[src/rtl/uart_tx_param_if.sv]
// -----------------------------------------------------------------------------
// uart_tx_param_if
// Valid/ready word stream that feeds the UART transmitter's input FIFO.
//   Data_in    : word to transmit, LSB goes out first
//   Data_valid : producer has a word on Data_in
//   Data_ready : transmitter FIFO can take a word (not full)
// A word is transferred on a rising clock edge where Data_valid & Data_ready.
// Modports: master = word producer, slave = uart_tx_param.
// -----------------------------------------------------------------------------
interface uart_tx_param_if #(
    parameter int DATA_W = 8
);
    logic [DATA_W-1:0] Data_in;
    logic              Data_valid;
    logic              Data_ready;

    modport master (
        output Data_in,
        output Data_valid,
        input  Data_ready
    );

    modport slave (
        input  Data_in,
        input  Data_valid,
        output Data_ready
    );
endinterface

[src/rtl/uart_tx_param.sv]
// -----------------------------------------------------------------------------
// uart_tx_param
// Parametrised UART transmitter with an input FIFO, run-time data length
// (1..DATA_W bits) and one or two stop bits. Bit timing comes from Tick, a
// one-cycle enable that must pulse OVERSAMPLE times per bit period.
//
// Ports:
//   Clock, Reset_n : rising-edge clock, asynchronous active-low reset
//   Tick           : baud x OVERSAMPLE enable
//   in_if (slave)  : Data_in / Data_valid / Data_ready word stream
//   N_bits         : data bits per frame (0 or >DATA_W means DATA_W)
//   Two_stop       : 1 = two stop bits
//   Parity_en, Parity_odd : only when UART_TX_PARITY_EN is defined
//   Tx_out         : serial line, idles high, driven from a register
//   Busy           : high from frame start to the end of the last stop bit
//   Tx_done        : one-cycle pulse at the end of each frame
//   Fifo_count     : words currently held in the FIFO
//
// Optional feature macro: UART_TX_PARITY_EN adds a parity bit after the data.
// N_bits, Two_stop and the parity controls are latched when a word is popped.
// -----------------------------------------------------------------------------
module uart_tx_param #(
    parameter int DATA_W     = 8,
    parameter int OVERSAMPLE = 16,
    parameter int FIFO_DEPTH = 4
) (
    input  logic                        Clock,
    input  logic                        Reset_n,
    input  logic                        Tick,
    uart_tx_param_if.slave              in_if,
    input  logic [4:0]                  N_bits,
    input  logic                        Two_stop,
`ifdef UART_TX_PARITY_EN
    input  logic                        Parity_en,
    input  logic                        Parity_odd,
`endif
    output logic                        Tx_out,
    output logic                        Busy,
    output logic                        Tx_done,
    output logic [$clog2(FIFO_DEPTH):0] Fifo_count
);
    localparam int PTR_W  = $clog2(FIFO_DEPTH);
    localparam int CNT_W  = PTR_W + 1;
    localparam int TICK_W = $clog2(OVERSAMPLE);

`ifdef UART_TX_PARITY_EN
    typedef enum logic [2:0] {IDLE, START, DATA, PARITY, STOP} state_t;
`else
    typedef enum logic [2:0] {IDLE, START, DATA, STOP} state_t;
`endif

    // ---------------- input FIFO ----------------
    logic [DATA_W-1:0] mem [FIFO_DEPTH];
    logic [PTR_W-1:0]  wr_ptr_reg, rd_ptr_reg;
    logic [CNT_W-1:0]  count_reg, count_next;
    logic              full_reg;
    logic              push, pop;

    // Ready comes straight from the registered full flag, so a full FIFO
    // refuses a push even when a pop frees a slot in the same cycle.
    assign push             = in_if.Data_valid & ~full_reg;
    assign in_if.Data_ready = ~full_reg;
    assign Fifo_count       = count_reg;

    always_comb begin
        count_next = count_reg;
        case ({push, pop})
            2'b10:   count_next = count_reg + 1'b1;
            2'b01:   count_next = count_reg - 1'b1;
            default: count_next = count_reg;
        endcase
    end

    always_ff @(posedge Clock) begin
        if (push) mem[wr_ptr_reg] <= in_if.Data_in;
    end

    always_ff @(posedge Clock or negedge Reset_n) begin
        if (!Reset_n) begin
            wr_ptr_reg <= '0;
            rd_ptr_reg <= '0;
            count_reg  <= '0;
            full_reg   <= 1'b0;
        end else begin
            if (push) wr_ptr_reg <= wr_ptr_reg + 1'b1;
            if (pop)  rd_ptr_reg <= rd_ptr_reg + 1'b1;
            count_reg <= count_next;
            full_reg  <= (count_next == CNT_W'(FIFO_DEPTH));
        end
    end

    // ---------------- transmit FSM ----------------
    state_t            state_reg;
    logic [TICK_W-1:0] tick_cnt_reg;
    logic [4:0]        bit_cnt_reg;
    logic [4:0]        n_eff_reg;
    logic [4:0]        n_sel;
    logic              two_stop_reg;
    logic [DATA_W-1:0] shift_reg;
    logic              tx_reg, busy_reg, done_reg;
    logic              bit_end, last_stop, fifo_nonempty;
`ifdef UART_TX_PARITY_EN
    logic              parity_en_reg;
    logic              parity_acc_reg;
`endif

    // Out-of-range lengths fall back to the full word width.
    always_comb begin
        n_sel = N_bits;
        if (N_bits == 5'd0 || int'(N_bits) > DATA_W) n_sel = 5'(DATA_W);
    end

    assign fifo_nonempty = (count_reg != '0);
    assign bit_end       = Tick && (state_reg != IDLE) &&
                           (tick_cnt_reg == TICK_W'(OVERSAMPLE - 1));
    assign last_stop     = (bit_cnt_reg == {4'd0, two_stop_reg});
    assign pop           = fifo_nonempty &&
                           ((state_reg == IDLE) ||
                            (state_reg == STOP && bit_end && last_stop));

    assign Tx_out  = tx_reg;
    assign Busy    = busy_reg;
    assign Tx_done = done_reg;

    always_ff @(posedge Clock or negedge Reset_n) begin
        if (!Reset_n) begin
            state_reg      <= IDLE;
            tick_cnt_reg   <= '0;
            bit_cnt_reg    <= '0;
            n_eff_reg      <= '0;
            two_stop_reg   <= 1'b0;
            shift_reg      <= '0;
            tx_reg         <= 1'b1;
            busy_reg       <= 1'b0;
            done_reg       <= 1'b0;
`ifdef UART_TX_PARITY_EN
            parity_en_reg  <= 1'b0;
            parity_acc_reg <= 1'b0;
`endif
        end else begin
            done_reg <= 1'b0;
            if (Tick && state_reg != IDLE)
                tick_cnt_reg <= bit_end ? '0 : tick_cnt_reg + 1'b1;

            case (state_reg)
                IDLE: ;   // leaving IDLE is handled by the pop block below
                START: begin
                    if (bit_end) begin
                        state_reg   <= DATA;
                        tx_reg      <= shift_reg[0];
                        bit_cnt_reg <= '0;
                    end
                end
                DATA: begin
                    if (bit_end) begin
                        shift_reg <= shift_reg >> 1;
`ifdef UART_TX_PARITY_EN
                        parity_acc_reg <= parity_acc_reg ^ shift_reg[0];
`endif
                        if (bit_cnt_reg == n_eff_reg - 5'd1) begin
                            bit_cnt_reg <= '0;
`ifdef UART_TX_PARITY_EN
                            if (parity_en_reg) begin
                                state_reg <= PARITY;
                                tx_reg    <= parity_acc_reg ^ shift_reg[0];
                            end else begin
                                state_reg <= STOP;
                                tx_reg    <= 1'b1;
                            end
`else
                            state_reg <= STOP;
                            tx_reg    <= 1'b1;
`endif
                        end else begin
                            bit_cnt_reg <= bit_cnt_reg + 5'd1;
                            // next bit to go out is the one that becomes bit 0
                            tx_reg      <= shift_reg[1];
                        end
                    end
                end
`ifdef UART_TX_PARITY_EN
                PARITY: begin
                    if (bit_end) begin
                        state_reg <= STOP;
                        tx_reg    <= 1'b1;
                    end
                end
`endif
                STOP: begin
                    if (bit_end) begin
                        if (last_stop) begin
                            done_reg <= 1'b1;
                            if (!fifo_nonempty) begin
                                state_reg <= IDLE;
                                busy_reg  <= 1'b0;
                            end
                        end else begin
                            bit_cnt_reg <= bit_cnt_reg + 5'd1;
                        end
                    end
                end
                default: state_reg <= IDLE;
            endcase

            // Frame start: from IDLE, or straight out of the last stop bit so
            // back-to-back frames have no idle gap. A Tick here is not counted.
            if (pop) begin
                shift_reg    <= mem[rd_ptr_reg];
                n_eff_reg    <= n_sel;
                two_stop_reg <= Two_stop;
                tick_cnt_reg <= '0;
                bit_cnt_reg  <= '0;
                state_reg    <= START;
                tx_reg       <= 1'b0;
                busy_reg     <= 1'b1;
`ifdef UART_TX_PARITY_EN
                parity_en_reg  <= Parity_en;
                parity_acc_reg <= Parity_odd;
`endif
            end
        end
    end
endmodule

[src/flat_wrapper.sv]
// flat-port wrapper written by rule: the top's interface ports become plain ports
module uart_tx_param_flat 
#(
    parameter int DATA_W     = 8,
    parameter int OVERSAMPLE = 16,
    parameter int FIFO_DEPTH = 4
)
  (Clock, Reset_n, Tick, N_bits, Two_stop, Tx_out, Busy, Tx_done, Fifo_count, in_if_Data_in, in_if_Data_valid, in_if_Data_ready);
  uart_tx_param_if #(.DATA_W(DATA_W)) in_if_i ();
  input  logic Clock;
  input  logic Reset_n;
  input  logic Tick;
  input  logic [4:0] N_bits;
  input  logic Two_stop;
  output logic Tx_out;
  output logic Busy;
  output logic Tx_done;
  output logic [$clog2(FIFO_DEPTH):0] Fifo_count;
  input wire logic [$bits(in_if_i.Data_in)-1:0] in_if_Data_in;
  input wire logic [$bits(in_if_i.Data_valid)-1:0] in_if_Data_valid;
  output wire logic [$bits(in_if_i.Data_ready)-1:0] in_if_Data_ready;
  assign in_if_i.Data_in = in_if_Data_in;
  assign in_if_i.Data_valid = in_if_Data_valid;
  assign in_if_Data_ready = in_if_i.Data_ready;
  uart_tx_param #(.DATA_W(DATA_W), .OVERSAMPLE(OVERSAMPLE), .FIFO_DEPTH(FIFO_DEPTH)) u_core (.Clock(Clock), .Reset_n(Reset_n), .Tick(Tick), .in_if(in_if_i), .N_bits(N_bits), .Two_stop(Two_stop), .Tx_out(Tx_out), .Busy(Busy), .Tx_done(Tx_done), .Fifo_count(Fifo_count));
endmodule
[config.mk]
export PLATFORM = sky130hd
export DESIGN_NAME = uart_tx_param_flat
export DESIGN_NICKNAME = d
export VERILOG_FILES = /design/src/rtl/uart_tx_param_if.sv /design/src/rtl/uart_tx_param.sv /design/src/flat_wrapper.sv
export SDC_FILE = /design/constraint.sdc
export NUM_CORES = 1
export LEC_CHECK = 0
export CORE_ASPECT_RATIO = 1.5
export CORE_MARGIN = 5
export CORE_UTILIZATION = 60
export DETAILED_ROUTE_END_ITERATION = 16
export PLACE_DENSITY = 0.94
export REMOVE_ABC_BUFFERS = 1
export SYNTH_ARGS = -nofsm -noshare
export SYNTH_HDL_FRONTEND = slang
export SYNTH_SLANG_ARGS = --single-unit
[constraint.sdc]
create_clock -name Clock -period 5.8 [get_ports Clock]
set_clock_uncertainty 0.05 [all_clocks]
set_input_delay 0.87 -clock Clock [delete_from_list [all_inputs] [get_ports Clock]]
set_output_delay 0.87 -clock Clock [all_outputs]
set_load 0.01 [all_outputs]
After elaboration in Yosys (flattened, before gate mapping). Memory sizes are Yosys's and may differ from the RTL's. Index checks and enable logic that the tools add are counted. W data, S select, Z words.

Register bits: 37. Bits in writable memories: 32. Output and inout port bits: 7. Memories kept: 1.

Add/subtract/negate cells: 7. Order comparisons: 1. Equality and inequality tests: 18. Mux-type cells: 38. Bitwise operators: 2. Reductions and logical operators: 23.

Memory list: u_core.mem (words 4, width 8, rd ports 1, clocked after Yosys merged registers in 0, wr ports 1, RTL line uart_tx_param.sv:53) `logic [DATA_W-1:0] mem [FIFO_DEPTH];`.

Operator list (count): $mux W5 (7); $mux W8 (3); $mux W3 (7); $ne A3 B1 Y1 const B (5); $pmux W5 S3 (1); $mux W1 (14); $mux W4 (3); $pmux W3 S4 (1); $reduce_bool A2 Y1 (5); $reduce_bool A3 Y1 (3); $reduce_and A7 Y1 (1); $eq A3 B2 Y1 const B (2); $ne A3 B2 Y1 const B (2); $pmux W3 S2 (1); $add A5 B1 Y5 const B (1); $eq A5 B1 Y1 (1); $eq A5 B5 Y1 (1); $gt A5 B4 Y1 const B (1); $logic_and A1 B1 Y1 (5); $logic_not A5 Y1 (1); $reduce_and A5 Y1 (1); $sub A5 B1 Y5 const B (1); $add A2 B1 Y2 const B (2); $add A4 B1 Y4 const B (1); 17 further kinds (19).

Logic depth before layout (Yosys ltp). Gate-level depths: netlist (run 1).

Depth after elaboration: 10. Depth in mapped cells: 14. Depth with buffers taken out: 12.

Least setup slack after synthesis (run 1). Ideal clock, no wire load.

Path kind: input -> register. From: in Tick. To: reg u_core.full_reg. Library setup time: 88 ps. Arrival time: 2842 ps. Data required time: 5662 ps. Path slack: 2820 ps. Stages on the path: 12. Cell sequence: nand3b_1 -> nor4_1 -> o21a_2 -> buf_6 -> buf_4 -> ha_1 -> inv_1 -> fa_1 -> xor2_1 -> nor2_1 -> xor2_1 -> nor3b_1.

Longest elaborated chain between the ends: 9. Elaborated cells on any way between the ends: 10. Classes of those cells: eq/ne (3); mux (1); reduce/logical (6).

RTL lines: start: declaration (RTL line flat_wrapper.sv:12) `input logic Tick;`; $logic_and A1 B1 Y1 (*) (2 in a row) (RTL line uart_tx_param.sv:114) `assign bit_end = Tick && (state_reg != IDLE) &&`; $logic_and A1 B1 Y1 (*) (2 in a row) (RTL line uart_tx_param.sv:119) `(state_reg == STOP && bit_end && last_stop));`; $logic_or A1 B1 Y1 (*) (RTL line uart_tx_param.sv:118) `((state_reg == IDLE) ||`; $logic_and A1 B1 Y1 (*) (RTL line uart_tx_param.sv:117) `assign pop = fifo_nonempty &&`; via u_core.pop (RTL line uart_tx_param.sv:57) `logic push, pop;`; $eq A2 B1 Y1 or $eq A2 B2 Y1 (tied branches) (RTL line uart_tx_param.sv:67) `case ({push, pop})`; $pmux W3 S2 (*) (RTL line uart_tx_param.sv:67); via u_core.count_next[2] (RTL line uart_tx_param.sv:55) `logic [CNT_W-1:0] count_reg, count_next;`; $eq A3 B3 Y1 (*) (RTL line uart_tx_param.sv:88) `full_reg <= (count_next == CNT_W'(FIFO_DEPTH));`; end signal: assignment (RTL line uart_tx_param.sv:88); end: declaration (RTL line uart_tx_param.sv:56) `logic full_reg;`.

Mark *: on every way through the listed nets, which the timed path passes. The rest lies on a longest branch. A chain may end at the register's enable or synchronous reset.

Final worst setup path (run 1).
From: in Tick. To: reg u_core.full_reg.

Longest elaborated chain between the ends: 9. Elaborated cells on any way between the ends: 10. Classes of those cells: eq/ne (3); mux (1); reduce/logical (6).

RTL lines (RTL line): $logic_and A1 B1 Y1 (*) (2 in a row) (uart_tx_param.sv:114); $logic_and A1 B1 Y1 (*) (2 in a row) (uart_tx_param.sv:119); $logic_or A1 B1 Y1 (*) (uart_tx_param.sv:118); $logic_and A1 B1 Y1 (*) (uart_tx_param.sv:117); $eq A2 B1 Y1 or $eq A2 B2 Y1 (tied branches) (uart_tx_param.sv:67); $pmux W3 S2 (*) (uart_tx_param.sv:67); via u_core.count_next[2] (uart_tx_param.sv:55); $eq A3 B3 Y1 (*) (uart_tx_param.sv:88).

Marked as above.

==> qor.yml, run 1 <==
outcome: "finished, final reports clean"
vias: 1939
area_delta_synth_final_pct: 16.3
clk_latency_ns: 0.35
io_pins: 25
hold_depth: 2
cts_resized: 0
min-delay-start: "u_core.Tx_out"
crit_fanout: 39
required_ns: 6.01
hold_buffers: 0
cellPowerDensity_nw_per_um2: 509
synth.yosys.warnings: 0
initial_core_util_pct: 61.5
fp-row-count: 32
fin_nets: 306
core_area_sq_um: 5120
leakage_nw: 1.50
io_buffers: 24
drc: 0
maxSlewHeadroom_pct: 57.3
synth_seq_cells: 68
grt_max_degree: 40
cts_setup_buffers: 0
ys_seq_area_share_pct: 59.1
drv_cap: 0
vdd_drop_max_mv: 0.388
syn_area_per_cell_sq_um: 12.8
synthTopCellsByArea: "edfxtp_1 30%, dfrtp_1 28%, mux4_2 5.7%"
drtPass1Iterations: 4
grt-ovfl-total: 0
die_h_um: 98.8
synthDistinctLibCells: 50
antenna_found_initial: 0
async_reset_ff_share_pct: 52.9
synth-edff-count: 32
pre_cts_ws_ns: 1.72
cts_tree: "yes"
critical_path_class: "input pin to flip-flop"
worstPathArrival_ns: 3.87
dp_cells: 332
clockBufferDepth: 2
tightest_slew_ns: 0.641
hpwl_um: 3760
gr-usage-all-layers_pct: 17.5
wl_per_cell_um: 15.2
setup_violations: 0
r2r_end: "u_core.full_reg"
finalSetupTns_ns: 0
min_period_ns: 3.66
fmax_ghz: 0.273
synth_top_area_share_pct: 30.5
finalMaxSlewViolations: 0
cts_buffers: 9
hp-class: "flip-flop to flip-flop"
netlist_area_sq_um: 3150
diodes: 0
grt_pass1_vias: 2057
endpoint_kind: "flip-flop"
design.die.area_sq_um: 6840
fin_area_sq_um: 3670
root_buffer: "clkbuf_8"
cp-start-kind: "input pin"
synth_top_area_cell: "edfxtp_1"
cts_sinks: 68
dieWidth_um: 69.2
largest_reg_flops: 32
cts.clk_slew.worst_paths_ns: 0.08
hold_viol_final: 0
final_cell_count_no_fill: 348
drtAntennaViolNets: 0
setup_ws_ns: 2.14
grt_pass1_wl_um: 9400
drtIter0Drc: 155
via_per_inst: 5.57
syn_inst: 246
drive_gt1_share_pct: 10.7
reg2reg_from: "u_core.bit_cnt_reg[2]"
htree_levels: 3
rr_worst_depth: 10
ys.flop_type: "dfrtp_1"
whs_ns: 0.432
ff2ff_setup_slack_ns: 2.28
post-route-period-util_pct: 63.1
rsz0062_at_grt: "no"
placed_area_sq_um: 3440
gp_congestion: 0.868
wl_um: 5280
hold-path-endpoint: "u_core.Tx_out"
total_power_mw: 1.87
utilization_pct: 71.6
Yosys cell counts (2+ instances only):
cell type,count
nor2b_1,5
nand3_1,6
dfrtp_1,35
nand2b_1,3
inv_1,16
mux2i_1,8
ha_1,12
buf_6,2
and2_1,4
a21oi_1,4
or3_1,3
edfxtp_1,32
xor2_1,9
buf_4,2
nand2_1,21
nor2_1,10
xnor2_1,6
o21ai_0,23
nor3_1,6
buf_1,2
mux4_2,8
cell type report:
| cell class | instances | area, sq um |
|---|---|---|
| fillers | 373 | 1460 |
| multi-input cells | 155 | 1180 |
| flip-flops and latches | 68 | 1860 |
| inverters | 16 | 60.1 |
| well taps | 68 | 85.1 |
| clock buffers | 9 | 124 |
| clock inverters | 7 | 105 |
| repair buffers | 25 | 248 |
how the worst max path moves through the flow:
| stage | endpoint | depth (start not counted) | startpoint |
|---|---|---|---|
| 4_1_cts | u_core.full_reg | 11 | Tick |
| 3_5_place_dp | u_core.full_reg | 11 | Tick |
| 2_1_floorplan | u_core.full_reg | 10 | Tick |
| 3_3_place_gp | u_core.full_reg | 11 | Tick |
| 6_report | u_core.full_reg | 11 | Tick |
| 5_1_grt | u_core.full_reg | 11 | Tick |
worst max-delay path, stage by stage:
cell	delay (ns)
clkdlybuf4s50_1	0.48
nand3b_1	0.14
nor4_1	0.35
o21a_2	0.60
ha_1	0.31
inv_1	0.06
fa_1	0.37
xor2_1	0.15
nor2_1	0.12
xor2_1	0.21
nor3b_1	0.22
placed cells by master (no fill, tap or decap), drive strengths merged, types with 2 or more instances in the layout:
cell type / instances
or3: 3
clkdlybuf4s50: 24
nand2b: 3
inv: 20
xor2: 9
nor2b: 5
edfxtp: 32
and2: 4
mux2i: 8
nor2: 10
xnor2: 6
nand2: 21
nor3: 6
mux4: 8
nand3: 6
o21ai: 24
a21oi: 4
ha: 12
dfrtp: 35
o21a: 2
bufinv: 2
clkbuf: 9
cell families (layout without fill, tap and decap cells):
| logic type | count (synthesis) | in the layout | synth area share (%) |
|---|---|---|---|
| flops | 68 | 68 | 59.1 |
| xor+xnor | 15 | 15 | 4.17 |
| simple gates | 68 | 68 | 11.0 |
| compound gates | 42 | 42 | 8.29 |
| fa+ha+maj | 13 | 13 | 5.39 |
| mux | 17 | 17 | 8.61 |
| buf+inv | 23 | 57 | 3.45 |
per-layer routing:
layer	up-vias	GRT usage [%]	wire, um
li1	940	-	-
met1	949	19.4	2080
met2	43	31.3	2920
met3	7	3.16	195
met4	0	9.92	85
met5	-	0	0
power breakdown:
part | internal [mW] | leakage, nW | switching, mW
logic | 0.310 | 0.639 | 0.342
registers | 0.650 | 0.744 | 0.120
clock network | 0.249 | 0.113 | 0.194
total | 1.21 | 1.50 | 0.657
Note: power is estimated with default switching activity, not from simulation.
==> run 2, diff against run 1 <==
--- a/config.mk
+++ b/config.mk
@@ -7,9 +7,9 @@
 export LEC_CHECK = 0
 export CORE_ASPECT_RATIO = 1.5
 export CORE_MARGIN = 5
-export CORE_UTILIZATION = 60
+export CORE_UTILIZATION = 52
 export DETAILED_ROUTE_END_ITERATION = 16
-export PLACE_DENSITY = 0.94
+export PLACE_DENSITY = 0.87
 export REMOVE_ABC_BUFFERS = 1
 export SYNTH_ARGS = -nofsm -noshare
 export SYNTH_HDL_FRONTEND = slang
==> constraint.sdc (replaced) <==
create_clock -name Clock -period 3.2 [get_ports Clock]
set_clock_uncertainty 0.05 [all_clocks]
set_input_delay 0.48 -clock Clock [delete_from_list [all_inputs] [get_ports Clock]]
set_output_delay 0.48 -clock Clock [all_outputs]
set_load 0.01 [all_outputs]
==> run 2 against run 1 <==
  * Sequential cell count is the same
  * Sequential share of layout area fell by 0.086 points
  * Die area grew 13%
  * Cell area grew 0.17%
  * Worst hold slack got worse by 0.0077 ns
  * Critical path depth fell by 1
  * Via count shrank 1.6%
  * Count of clock-buffer cells in the layout unchanged
  * Critical path type is now flip-flop to flip-flop
  * Critical endpoint unchanged
  * Highest routed layer unchanged
==> qor.yml, run 2 (synthesis results as in run 1) <==
cellPowerDensity_nw_per_um2: 915  # +80%
gr-usage-all-layers_pct: 15.0  # -2.5 points
p_sw_mw: 1.17  # +78%
whs_ns: 0.424  # -0.00768 ns
dp_cells: 337  # +1.5%
final_common_cell: "dfrtp_1"
finalSetupTns_ns: 0  # unchanged
fin_area_sq_um: 3670  # +0.17%
p_int_mw: 2.19  # +81%
initial_core_util_pct: 53.7  # -7.8 points
post-route-period-util_pct: 91.7
drc: 0  # unchanged
hpwl_um: 3720  # -0.88%
drv_cap: 0  # unchanged
worstPathArrival_ns: 3.14  # -0.73 ns
maxSlewHeadroom_pct: 61.9  # +4.7 points
comb_power_share_pct: 35.4  # +0.5 points
root_buffer: "clkbuf_8"
htree_levels: 3  # unchanged
via_per_inst: 5.41  # -3.0%
clk_latency_ns: 0.34  # about the same
wl_um: 5240  # -0.83%
crit_fanout: 9  # -77%
hold_buffers: 0  # unchanged
grt_pass1_wl_um: 8980  # -4.4%
io_buffers: 24  # unchanged
outcome: "finished, final reports clean"
grt_pass1_vias: 1963  # -4.6%
endpoint_kind: "flip-flop"
grt-ovfl-total: 0  # unchanged
cts_sinks: 68  # unchanged
pre_cts_ws_ns: 0.188  # -1.53 ns
core_area_sq_um: 5870  # +15%
total_power_mw: 3.36  # +80%
die_h_um: 105  # +6.7%
layout_common_cells: "35 x dfrtp_1, 32 x edfxtp_1, 24 x clkdlybuf4s50_1, 23 x o21ai_0, 21 x nand2_1"
largest_reg_flops: 32  # unchanged
area_delta_synth_final_pct: 16.5
required_ns: 3.41  # -2.60 ns
cts.clk_slew.worst_paths_ns: 0.08  # about the same
cts_setup_buffers: 0  # unchanged
vias: 1908  # -1.6%
tightest_slew_ns: 0.565  # -0.0761 ns
placed_area_sq_um: 3450  # +0.36%
cts_buffers: 9  # unchanged
critical_path_class: "flip-flop to flip-flop"
rsz0062_at_grt: "no"
setup_violations: 0  # unchanged
setup_ws_ns: 0.266  # -1.88 ns
gp_congestion: 0.871  # +0.24%
final_cell_count_no_fill: 353  # +1.4%
fmax_ghz: 0.341
power_frac_clock_pct: 23.2  # -0.6 points
drtPass1Iterations: 4  # unchanged
drive_gt1_share_pct: 11.0  # +0.32 points
min_period_ns: 2.93
io_pins: 25  # unchanged
cp-start-kind: "flip-flop"
p_sw_share_pct: 34.8  # -0.42 points
cts_tree: "yes"
hold_viol_final: 0  # unchanged
design.die.area_sq_um: 7760  # +13%
wl_per_cell_um: 14.8  # -2.2%
leakage_nw: 1.50  # +0.17%
antenna_found_initial: 0  # unchanged
grt_max_degree: 39  # -2.5%
p_seq_share_pct: 41.4  # about the same
fin_nets: 307  # +0.33%
drtIter0Drc: 109  # -30%
finalMaxSlewViolations: 0  # unchanged
fp-row-count: 34  # +6.3%
diodes: 0  # unchanged
vdd_drop_max_mv: 0.570  # +47%
cts_resized: 0  # unchanged
clockBufferDepth: 2  # unchanged
hp-class: "flip-flop to flip-flop"
dieWidth_um: 73.6  # +6.3%
utilization_pct: 62.6  # -9.0 points
drtAntennaViolNets: 0  # unchanged
[run 2: cell types whose count changed in the layout (fill, tap and decap cells not counted)]
cell	before	now
buf_4	1	2
clkinv_2	0	1
clkinv_4	0	1
inv_6	3	2
inv_8	1	0
[run 2: layer usage]
metal  global-route usage, %  vias to the layer above  wire (um)
met5                       0                        -          0
met4                    6.22                        0        108
met3                    4.10                       10        155
met2                    25.1                       31       2880
met1                    18.0                      920       2100
li1                        -                      947          -
[run 2: final timing paths]
check / slack (ns) / depth (start not counted) / start / endpoint
worst max-delay path: 0.27 / 10 / u_core.bit_cnt_reg[2] / u_core.full_reg
worst min-delay path: 0.42 / 2 / u_core.Tx_out / u_core.Tx_out
worst max register to register: 0.27 / 10 / u_core.bit_cnt_reg[2] / u_core.full_reg
worst min register to register: 0.42 / 2 / u_core.Tx_out / u_core.Tx_out
max in group asynchronous: 2.26 / 2 / Reset_n / u_core.Tx_out
min in group asynchronous: 0.49 / 2 / Reset_n / u_core.shift_reg[3]
[run 2: final cells by class]
class,count,area [sq um]
fill,441,2200
inverter,16,60.1
sequential,68,1860
timing repair buffer,26,255
clock buffer,9,124
tap,72,90.1
clock inverter,7,98.8
multi-input combinational,155,1180
[run 2: power by group through the flow]
stage,clock network [mW],logic [mW],registers (mW)
2_1_floorplan,0,0.890,1.36
3_3_place_gp,0,1.14,1.40
3_5_place_dp,0,1.19,1.42
4_1_cts,0.801,1.21,1.40
5_1_grt,0.843,1.34,1.43
6_report,0.780,1.19,1.39
[run 2: worst max-delay path: stages, from the launching register on]
cell and delay (ns):
dfrtp_1 0.46, or4_4 0.56, nor4_1 0.35, o21a_2 0.19
ha_1 0.18, inv_1 0.06, fa_1 0.38, xor2_1 0.15
nor2_1 0.11, xor2_1 0.18, nor3b_1 0.18
